File: src/rtl/swap_arbiter_2ch.sv
// -----------------------------------------------------------------------------
// swap_arbiter_2ch
//
// Two requesters share one registered 16-bit byte-swap stage. Each request
// selects byte-swap ({d[7:0], d[15:8]}) or pass-through. A round-robin
// arbiter picks one requester per cycle. The result is held in a single
// output register and presented on a valid/ready interface, tagged with the
// channel that produced it. Each channel has a free-running counter of
// accepted requests for debug and status.
//
// Parameters
//   CNT_W        width of the per-channel accept counters (wrap on overflow)
//
// Ports
//   clk          system clock, rising edge
//   rst_n        synchronous reset, active-low
//   en           1: new grants allowed; 0: no new grants, output still drains
//   req0_valid   channel 0 request valid
//   req0_data    channel 0 operand
//   req0_swap    channel 0: 1 = byte-swap, 0 = pass-through
//   req0_ready   channel 0 accepted this cycle (combinational)
//   req1_valid   channel 1 request valid
//   req1_data    channel 1 operand
//   req1_swap    channel 1: 1 = byte-swap, 0 = pass-through
//   req1_ready   channel 1 accepted this cycle (combinational)
//   out_valid    output register holds a result
//   out_data     result
//   out_src      channel that produced out_data
//   out_ready    consumer accepts out_data this cycle
//   cnt0         number of channel-0 requests accepted
//   cnt1         number of channel-1 requests accepted
// -----------------------------------------------------------------------------
module swap_arbiter_2ch #(
  parameter int CNT_W = 8
) (
  input  logic             clk,
  input  logic             rst_n,
  input  logic             en,
  input  logic             req0_valid,
  input  logic [15:0]      req0_data,
  input  logic             req0_swap,
  output logic             req0_ready,
  input  logic             req1_valid,
  input  logic [15:0]      req1_data,
  input  logic             req1_swap,
  output logic             req1_ready,
  output logic             out_valid,
  output logic [15:0]      out_data,
  output logic             out_src,
  input  logic             out_ready,
  output logic [CNT_W-1:0] cnt0,
  output logic [CNT_W-1:0] cnt1
);

  typedef enum logic {
    EMPTY = 1'b0,
    FULL  = 1'b1
  } state_t;

  state_t      state;
  logic        last_grant;

  logic        grant;
  logic        load;
  logic [15:0] sel_data;
  logic        sel_swap;
  logic [15:0] next_data;

  // ---------------------------------------------------------------------------
  // Arbitration and load decision.
  // The output register can take a new result when it is empty, or when the
  // consumer is taking the current one in this same cycle. Gating with rst_n
  // keeps both readies low while reset is asserted so no requester believes
  // it handshook on a cycle whose state update is thrown away.
  // ---------------------------------------------------------------------------
  always_comb begin
    // NOTE: every signal gets a default first so no path leaves it unassigned
    // (an unassigned path in always_comb would infer a latch).
    grant      = 1'b0;
    req0_ready = 1'b0;
    req1_ready = 1'b0;

    if (req0_valid && req1_valid) begin
      // Contention: whoever did not win last time goes now.
      grant = ~last_grant;
    end else if (req1_valid) begin
      grant = 1'b1;
    end else begin
      grant = 1'b0;
    end

    load = rst_n && en && (req0_valid || req1_valid) &&
           ((state == EMPTY) || out_ready);

    req0_ready = load && (grant == 1'b0);
    req1_ready = load && (grant == 1'b1);
  end

  // Datapath: mux the winning operand, then optionally swap bytes.
  assign sel_data  = grant ? req1_data : req0_data;
  assign sel_swap  = grant ? req1_swap : req0_swap;
  assign next_data = sel_swap ? {sel_data[7:0], sel_data[15:8]} : sel_data;

  // out_valid is a direct decode of the registered state, so it is glitch-free.
  assign out_valid = (state == FULL);

  // ---------------------------------------------------------------------------
  // State, output register, round-robin pointer and counters.
  // A load in FULL with out_ready high replaces the old result on the same
  // edge the consumer takes it, which sustains one result per cycle.
  // A drain without a load only clears the state; out_data and out_src keep
  // their last values.
  // ---------------------------------------------------------------------------
  always_ff @(posedge clk) begin
    // NOTE: sequential state uses non-blocking assignments so every register
    // samples the pre-edge values regardless of statement order.
    if (!rst_n) begin
      state      <= EMPTY;
      out_data   <= '0;
      out_src    <= 1'b0;
      last_grant <= 1'b1;
      cnt0       <= '0;
      cnt1       <= '0;
    end else if (load) begin
      state      <= FULL;
      out_data   <= next_data;
      out_src    <= grant;
      last_grant <= grant;
      if (grant) cnt1 <= cnt1 + CNT_W'(1);
      else       cnt0 <= cnt0 + CNT_W'(1);
    end else if ((state == FULL) && out_ready) begin
      state <= EMPTY;
    end
  end

endmodule
File: config.mk
export PLATFORM = sky130hd
export DESIGN_NAME = swap_arbiter_2ch
export DESIGN_NICKNAME = d
export VERILOG_FILES = /design/src/rtl/swap_arbiter_2ch.sv
export SDC_FILE = /design/constraint.sdc
export NUM_CORES = 1
export LEC_CHECK = 0
export CORE_MARGIN = 1.5
export CORE_UTILIZATION = 35
export DETAILED_ROUTE_END_ITERATION = 7
export HOLD_SLACK_MARGIN = 0.15
export PLACE_DENSITY = 0.74
export SLEW_MARGIN = 20
export SYNTH_ARGS = -nofsm -noshare
export SYNTH_HDL_FRONTEND = slang
export SYNTH_SLANG_ARGS = --single-unit
File: constraint.sdc
create_clock -name clk -period 1.7 [get_ports clk]
set_input_delay 0.34 -clock clk [delete_from_list [all_inputs] [get_ports clk]]
set_output_delay 0.34 -clock clk [all_outputs]
set_load 0.01 [all_outputs]
# Yosys cells after proc, flatten, opt, wreduce, memory -nomap -nowiden
# Cells that the tools add are included.
# totals
output_inout_bits	36
register_bits	35
# classes
bitwise_logic	3
addsub	2
reduce_logical	12
n_mux	7
# op_table
op	n
$mux 16	2
$add 8x1->8 const B	2
$logic_and 1x1->1	7
$mux 1	5
$reduce_and 2->1	2
$not 1->1	3
$logic_or 1x1->1	2
$reduce_bool 2->1	1

# Logic depth before layout (Yosys ltp)
# Gate-level depths: netlist of run 1.
# depth
ltp_word	4
depth_mapped	6
depth_no_buf	5

# Worst setup path before layout of run 1
# Ideal clock, no wire load.
# synth_timing
kind	register to register
from	register state (netlist: out_valid)
to	register cnt0[3]
synth_period_minus_slack_ns	1.531
stages_incl_launch_ff	6
slack_ns	0.169
required_time_ns	1.574
n_path_buf	0
arrival_time_ns	1.405
setup_ns	0.126
cell_sequence	dfxtp_1 nor2b_4 or4b_4 inv_2 nand4_1 mux2i_1
# synth_between
elab_chain_len	4
# synth_rtl
item	line	source
start: declaration	60	state_t state;
start signal: assignment	118	state <= EMPTY;
start signal: assignment	125	state <= FULL;
start signal: assignment	132	state <= EMPTY;
$not 1->1	93	((state == EMPTY) || out_ready);
$logic_or 1x1->1	93	
$logic_and 1x1->1	92	load = rst_n && en && (req0_valid || req1_valid) &&
$reduce_and 2->1 (no source line)	n/a	
end signal: assignment	130	else cnt0 <= cnt0 + CNT_W'(1);
end: declaration	51	output logic [CNT_W-1:0] cnt0,
# Every way passes these cells.
# A chain may end at the register's enable or synchronous reset.

# Worst setup path after layout of run 1
# layout_timing
from	input rst_n
to	output req0_ready
# layout_between
elab_chain_len	4
# layout_rtl
item	line	source
start: declaration	37	input logic rst_n,
$logic_and 1x1->1 (3 in a row)	92	
$logic_and 1x1->1	95	req0_ready = load && (grant == 1'b0);
end: declaration	42	output logic req0_ready,
# Every way passes these cells.

==> results of run 1 <==
layout make-up:
type                            count  area [um2]  area share
Clock buffer                        6        72.6      0.0247
Multi-Input combinational cell    167        1140       0.390
Tap cell                           70        87.6      0.0298
Inverter                            5        18.8     0.00639
Sequential cell                    35         702       0.239
Timing Repair Buffer               92         911       0.310
Yosys cell counts (all sizes together) (4+ instances only):
cell type / number
mux2: 16
inv: 5
nand2: 47
mux2i: 23
clkbuf: 9
nand4: 6
a21oi: 6
nand3: 4
o211ai: 17
dfxtp: 35
buf: 5
o21ai: 19
nor2: 4
registers in the layout (all words and copies together) (netlist names):
| name | count |
|---|---|
| last_grant | 1 |
| cnt1 | 8 |
| cnt0 | 8 |
| out_src | 1 |
| out_data | 16 |
| out_valid | 1 |
critical path, delay by kind of cell:
family / cells / cell delay (ns)
simple gates: 2 / 0.66
buf+inv: 3 / 0.44
report_power, final:
part	internal, mW	switching, mW	total [mW]	leakage [nW]
sequential	0.861	0.0256	0.887	0.286
clock	0.273	0.283	0.557	0.0371
combinational	0.255	0.179	0.434	0.829
cell families after synthesis:
logic type | share of synthesized area
and+or+nand+nor | 0.199
AOI/OAI and AO/OA | 0.150
muxes | 0.215
DFF | 0.367
buffers and inverters | 0.0407
xor gates and xnor gates | 0.0138
adders and majority gates | 0.0131
what timing repair did:
action | 4_1_cts | 5_1_grt
resized for setup | 16 | 5
setup buffers | 0 | 0
setup endpoints to repair | 26 | 5
pin swaps | 1 | 0
endpoints found under the hold margin | 0 | 0
worst min-delay path by stage:
stage / start / to / slack, ns / cells after the start
final: out_data[0] / out_data[0] / 0.46 / 2
after global placement: out_data[0] / out_data[0] / 0.44 / 2
after floorplan: cnt0[7] / cnt0[7] / 0.48 / 1
after global routing: out_data[1] / out_data[1] / 0.48 / 2
after detailed placement: out_data[0] / out_data[0] / 0.45 / 2
after CTS: out_data[1] / out_data[1] / 0.46 / 2
routing by layer:
layer / GRT usage / up-vias / routed length (um)
met5: 0 / - / 0
met4: 0.0556 / 0 / 55
met3: 0.0321 / 5 / 187
met2: 0.298 / 36 / 2520
met1: 0.217 / 862 / 2340
li1: - / 957 / -
metrics by stage:
stage / TNS [ns] / power (mW)
floorplan: 0 / 1.09
global placement: -10.59 / 1.33
detailed placement: -11.43 / 1.34
CTS: -0.0796 / 1.88
global route: -0.126 / 1.97
finish: -0.0665 / 1.88
placed cells by master (no fill, tap or decap), types with 2 or more instances in the layout:
master           count
o21a_1               2
inv_1                4
nand3_1              4
a21oi_1              5
o21ai_0             19
mux2_2              16
o211ai_1            17
buf_12               3
dlygate4sd2_1        4
nor2_1               4
xnor2_1              3
clkbuf_8             5
nand2b_1             2
buf_4               13
nand4_1              5
and3_1               3
nand2_1             47
buf_6                2
dfxtp_1             34
ha_1                 2
mux2i_1             23
clkdlybuf4s50_1     68
==> flow_summary.ini, run 1 <==
[flow_run]
maxCapViolations = 0

[synth]
synth_top_area_frac = 0.367
yosysUniqueCellTypes = 33
synth_edf_count = 0
syn_inst = 221
syn_area_per_cell_um2 = 8.63
synth_top_cells_by_area = dfxtp_1 37%, mux2i_1 12%, mux2_2 9.4%, nand2_1 9.3%, o211ai_1 6.7%
synthFlopType = dfxtp_1
synth_top_area_cell = dfxtp_1
synth_seq_cells = 35
synth_nets = 263
synth_area_um2 = 1910
yosysSeqAreaShare = 0.367
postSynth.asyncResetShare = 0
yosys_warnings = 0

[pwr]
ir_drop_v = 0.000315
p_per_area_nw_per_um2 = 640
p_leak_nw = 1.15

[route]
firstDrtPassIters = 4
viasPerCell = 4.96
wl_um = 5100
drc = 0
ant_nets = 0
num_vias = 1860
drt_iter0_markers = 74
routedWlPerCell_um = 13.6

[floorplanning]
ios = 76
die-area_um2 = 5900
start_util = 0.369
core_area_um2 = 5170
fp-row-count = 26
die-height_um = 76.8
dieWidth_um = 76.8

[cells_and_area]
insertedDiodeCount = 0
area_delta_synth_final_pct = 53.9
fin_util = 0.567
drive_gt1_frac = 0.161
fill_cells = 493
final_area_um2 = 2940
final_cells = 375
layout.nets = 348

[setup_path]
reg2reg_from = out_valid
reg2reg_to = cnt0[2]
path_max_fanout = 2
path_cells = dlygate4sd2_1, nand2_1, or4b_4, inv_2, buf_6
crit_path_start = rst_n
required_ns = 1.36
arrival_ns = 1.43
cp_slowest_stage_delay_ns = 0.56
reg2reg_setup_slack_ns = 0.06
critPathCapture = req0_ready
crit_path_end_kind = output pin
critPathKind = input port to output pin
r2r_cells = 5
startpoint_type = input port
crit_slowest_cell = or4b_4

[placed_design]
io_buffers = 75
dp_cells = 369
gp_congestion = 0.772
placed_area_um2 = 2850
hpwl_um = 3770
dpl_worst_slack_ns = -0.749

[global_routing]
grt_use_total = 0.173
grt_pass1_vias = 1772
antenna_found_initial = 0
overflow = 0
grt_max_degree = 34
grt_first_pass_wirelength_um = 8240

[sta]
worst_pin_slew_ns = 0.353
fin_skew_ns = 0.00302
grt_setup_unrepaired = yes
fin_crit_sh = 1.04
finalCriticalPeriod_ns = 1.77
setup_viol = 1
final-hold-violation-count = 0
worst_slack_ns = -0.0665
maxSlewViolCount = 0
holdWs_ns = 0.460
slew_headroom = 0.761
timing.fmax_mhz = 566

[clocking]
holdBufCountCts = 0
htree_levels = 2
cts_buffer_depth = 2
cts_tree = done
clock-sinks = 35
clkLatencyLatePin_ns = 0.28
root_buffer = clkbuf_8
cts_buffers = 5
path_clk_slew_ns = 0.07

[run_status]
violations = negative setup slack
outcome = finished with violations

[hold_path]
min_path_type = register to register
(Power assumes the default switching activity.)
==> run 2: changes to the inputs <==
Settings changed: CORE_UTILIZATION 35 to 47, PLACE_DENSITY 0.74 to 0.93.
Clock period 1.7 ns to 2.2 ns, I/O delays scaled along.
==> run 2 against run 1 <==
Net effect:
- the run now ends clean
- final cell count fell by 6.4%
- clock skew rose by 0.0060 ns
- clock power decreased by 20%
- highest routed layer unchanged
==> flow_summary.ini, run 2 (synthesis results as in run 1) <==
[setup_path]
crit_slowest_cell = clkdlybuf4s50_1
crit_path_start = req0_valid
arrival_ns = 1.71
critPathKind = input port to output pin
reg2reg_from = out_valid
startpoint_type = input port
path_cells = clkdlybuf4s50_1, or4b_4, inv_2, clkdlybuf4s15_2
crit_family = buffers and inverters
required_ns = 1.76
path_max_fanout = 3
cp_slowest_stage_delay_ns = 0.51
timing.critical_path.buf_inv = 3
crit_path_end_kind = output pin

[floorplanning]
fp-row-count = 22
core_area_um2 = 3770
die-area_um2 = 4450
die-height_um = 66.7
start_util = 0.506
ios = 76
dieWidth_um = 66.7

[cells_and_area]
final_cell_mix = 69 x clkdlybuf4s50_1, 46 x nand2_1, 35 x dfxtp_1
layout.nets = 344
fin_util = 0.764
final_common_cell = clkdlybuf4s50_1
fill_cells = 270
top_regs = out_data (16), cnt0 (8), cnt1 (8)
area_delta_synth_final_pct = 51.0
largest_register_ff_count = 16
insertedDiodeCount = 0
regMostFlops = out_data
drive_gt1_frac = 0.142

[clocking]
clock-sinks = 35
cts_tree = done
htree_levels = 2
path_clk_slew_ns = 0.07
root_buffer = clkbuf_8
holdBufCountCts = 0
post_cts_buffers = 0
cts_buffer_depth = 2
clkLatencyLatePin_ns = 0.29
cts_buffers = 5

[sta]
fin_skew_ns = 0.00907
slew_headroom = 0.761
setup_viol = 0
fin_crit_sh = 0.979
timing.fmax_mhz = 464
final-hold-violation-count = 0
maxSlewViolCount = 0
finalCriticalPeriod_ns = 2.15
final.setup.tns_ns = 0
grt_setup_unrepaired = no
worst_pin_slew_ns = 0.355

[route]
num_vias = 1944
viasPerCell = 5.54
firstDrtPassIters = 4
wl_um = 5290
routedWlPerCell_um = 15.1
drt_iter0_markers = 148
ant_nets = 0
drc = 0

[global_routing]
grt_use_total = 0.254
antenna_found_initial = 0
grt_max_degree = 35
overflow = 0
grt_first_pass_wirelength_um = 8570
grt_pass1_vias = 1906

[placed_design]
hpwl_um = 3830
io_buffers = 75
gp_congestion = 0.801

[pwr]
p_per_area_nw_per_um2 = 506
p_leak_nw = 1.15
ir_drop_v = 0.000520

[flow_run]
maxCapViolations = 0

[hold_path]
min-delay-start = out_data[14]
min_path_type = register to register

[run_status]
outcome = finished, final reports clean
==> run 2: cell type report <==
type                       count  area, um2  share of cell area
timing repair buffer          88        888               0.308
sequential                    35        701               0.243
tap                           48       60.1              0.0209
clock inverter                 1       5.00             0.00174
clock buffer                   7       76.3              0.0265
multi-input combinational    167       1130               0.393
inverter                       5       18.8             0.00652
==> run 2: report_power, final <==
group	switching, mW	total, mW	internal [mW]
Sequential	0.0217	0.687	0.666
Combinational	0.137	0.329	0.191
Clock	0.221	0.443	0.222
==> run 2: per-stage QoR <==
stage | hold slack, ns | area [um2] | setup WS (ns) | power, mW | std cells
after global placement | 0.444 | 2780 | -0.372 | 1.02 | 343
after floorplan | 0.478 | 1910 | 0.580 | 0.840 | 221
final | 0.463 | 2880 | 0.0465 | 1.46 | 351
after CTS | 0.466 | 2870 | -0.0469 | 1.47 | 351
after global routing | 0.500 | 2880 | 0.00985 | 1.53 | 351
after detailed placement | 0.454 | 2780 | -0.395 | 1.02 | 343
==> run 2: what timing repair did <==
action / 4_1_cts / 5_1_grt
setup endpoints to repair: 2 / 1
hold endpoints to repair: 0 / 0
resized for setup: 9 / 3
==> run 2: final timing paths <==
kind / to / slack [ns] / cells past startpoint
worst max-delay path: req0_ready / 0.05 / 4
worst min-delay path: out_data[14] / 0.46 / 2
worst max register to register: cnt0[2] / 0.52 / 5
worst min register to register: out_data[14] / 0.46 / 2
==> run 2: worst min-delay path, delay by kind of cell (launching register included) <==
kind	cells	cell delay (ns)
AND/OR/NAND/NOR	1	0.05
AO/OA/AOI/OAI	1	0.06
flip-flops	1	0.31
==> run 2: per-layer routing <==
| metal | vias to the layer above | part of all wire | global-route usage |
|---|---|---|---|
| met2 | 53 | 0.50 | 0.428 |
| met5 | - | 0 | 0 |
| met3 | 8 | 0.046 | 0.0743 |
| li1 | 956 | - | - |
| met1 | 927 | 0.44 | 0.307 |
| met4 | 0 | 0.016 | 0.0893 |
==> run 3: changes to the inputs <==
Settings changed: CAP_MARGIN set to 20, SKIP_LAST_GASP set to 1.
==> run 3 against run 2 <==
Net effect:
- critical path depth rose by 1
- first-iteration DRC count is 6.1% higher
- global-route usage hardly changed
- sequential share of layout area grew 0.074 points
- core utilization decreased by 0.23 points
- hold slack unchanged
- largest cell class unchanged
- largest power group unchanged
==> flow_summary.ini, run 3 (synthesis results as in run 1) <==
[run_status]
outcome = finished, final reports clean

[pwr]
p_clk_frac = 0.303
comb_power_share = 0.225
p_sw_frac = 0.260
p_int_mw = 1.08
switchingPower_mw = 0.378
p_seq_frac = 0.472
p_per_area_nw_per_um2 = 507
p_leak_nw = 1.14
ir_drop_v = 0.000520

[sta]
finalCriticalPeriod_ns = 2.13
worst_pin_slew_ns = 0.355
final.setup.tns_ns = 0
grt_setup_unrepaired = no
fin_skew_ns = 0.00907
maxSlewViolCount = 0
timing.fmax_mhz = 469
slew_headroom = 0.761
setup_viol = 0
final-hold-violation-count = 0
fin_crit_sh = 0.968

[cells_and_area]
final_common_cell = clkdlybuf4s50_1
final_cell_mix = 70 x clkdlybuf4s50_1, 46 x nand2_1, 35 x dfxtp_1
regMostFlops = out_data
insertedDiodeCount = 0
top_regs = out_data (16), cnt0 (8), cnt1 (8)
multiInputGateArea_um2 = 1130
fill_cells = 273
regArea_um2 = 701
fin_util = 0.761
drive_gt1_frac = 0.142
final_area_um2 = 2870
layout.nets = 344
area_delta_synth_final_pct = 50.6
largest_register_ff_count = 16

[global_routing]
overflow = 0
grt_pass1_vias = 1902
antenna_found_initial = 0
grt_max_degree = 35
grt_first_pass_wirelength_um = 8560
grt_use_total = 0.254

[placed_design]
placed_area_um2 = 2780
hpwl_um = 3830
io_buffers = 75
gp_congestion = 0.801

[floorplanning]
die-area_um2 = 4450
core_area_um2 = 3770
dieWidth_um = 66.7
start_util = 0.506
die-height_um = 66.7
fp-row-count = 22
ios = 76

[clocking]
htree_levels = 2
cts_buffers = 5
cts_tree = done
clock-sinks = 35
cts_resized = 7
cts_buffer_depth = 2
post_cts_buffers = 0
holdBufCountCts = 0
clkLatencyLatePin_ns = 0.29
path_clk_slew_ns = 0.07
root_buffer = clkbuf_8

[setup_path]
r2r_cells = 5
startpoint_type = input port
critPathKind = input port to output pin
path_max_fanout = 3
crit_path_end_kind = output pin
arrival_ns = 1.69
reg2reg_setup_slack_ns = 0.52
required_ns = 1.76

[route]
drc = 0
routedWlPerCell_um = 15.1
viasPerCell = 5.52
drt_iter0_markers = 157
firstDrtPassIters = 4
num_vias = 1939
wl_um = 5300
ant_nets = 0

[hold_path]
min_path_cells = 2
min_path_type = register to register

[flow_run]
maxCapViolations = 0
[run 3: worst max-delay path: stages]
cell and delay [ns]:
clkdlybuf4s50_1 0.43, nor2b_1 0.14, or4b_4 0.49, inv_2 0.07
clkbuf_2 0.12
[run 3: worst paths after layout]
kind | startpoint | endpoint
hold / removal | out_data[14] | out_data[14]
setup reg to reg | out_valid | cnt0[2]
hold reg to reg | out_data[14] | out_data[14]
setup / recovery | req1_valid | req0_ready
[run 3: metal layers]
metal  global-route usage  share of wire  vias up
li1                     -              -      954
met1                0.306           0.44      924
met2                0.428           0.50       53
met3               0.0743          0.046        8
met4               0.0893          0.016        0
met5                    0              0        -
[run 3: per-stage QoR]
step                hold WS, ns  total power [mW]  setup slack [ns]  cells
finish                    0.463              1.46            0.0699    351
global route              0.500              1.53            0.0213    351
CTS                       0.466              1.47           -0.0901    351
detailed placement        0.454              1.02            -0.395    343
global placement          0.444              1.02            -0.372    343
floorplan                 0.478             0.840             0.580    221
[run 3: power groups by stage]
stage	Sequential, mW	Combinational (mW)	Clock [mW]
global placement	0.700	0.317	0
CTS	0.687	0.329	0.452
global route	0.691	0.355	0.485
floorplan	0.712	0.129	0
detailed placement	0.701	0.324	0
finish	0.687	0.328	0.441
[run 3: final cells by class]
class                   count  area share
clock buffers               7      0.0266
repair buffers             88       0.306
inverters                   5     0.00654
well taps                  48      0.0209
multi-input cells         167       0.394
flip-flops and latches     35       0.244
clock inverters             1     0.00174
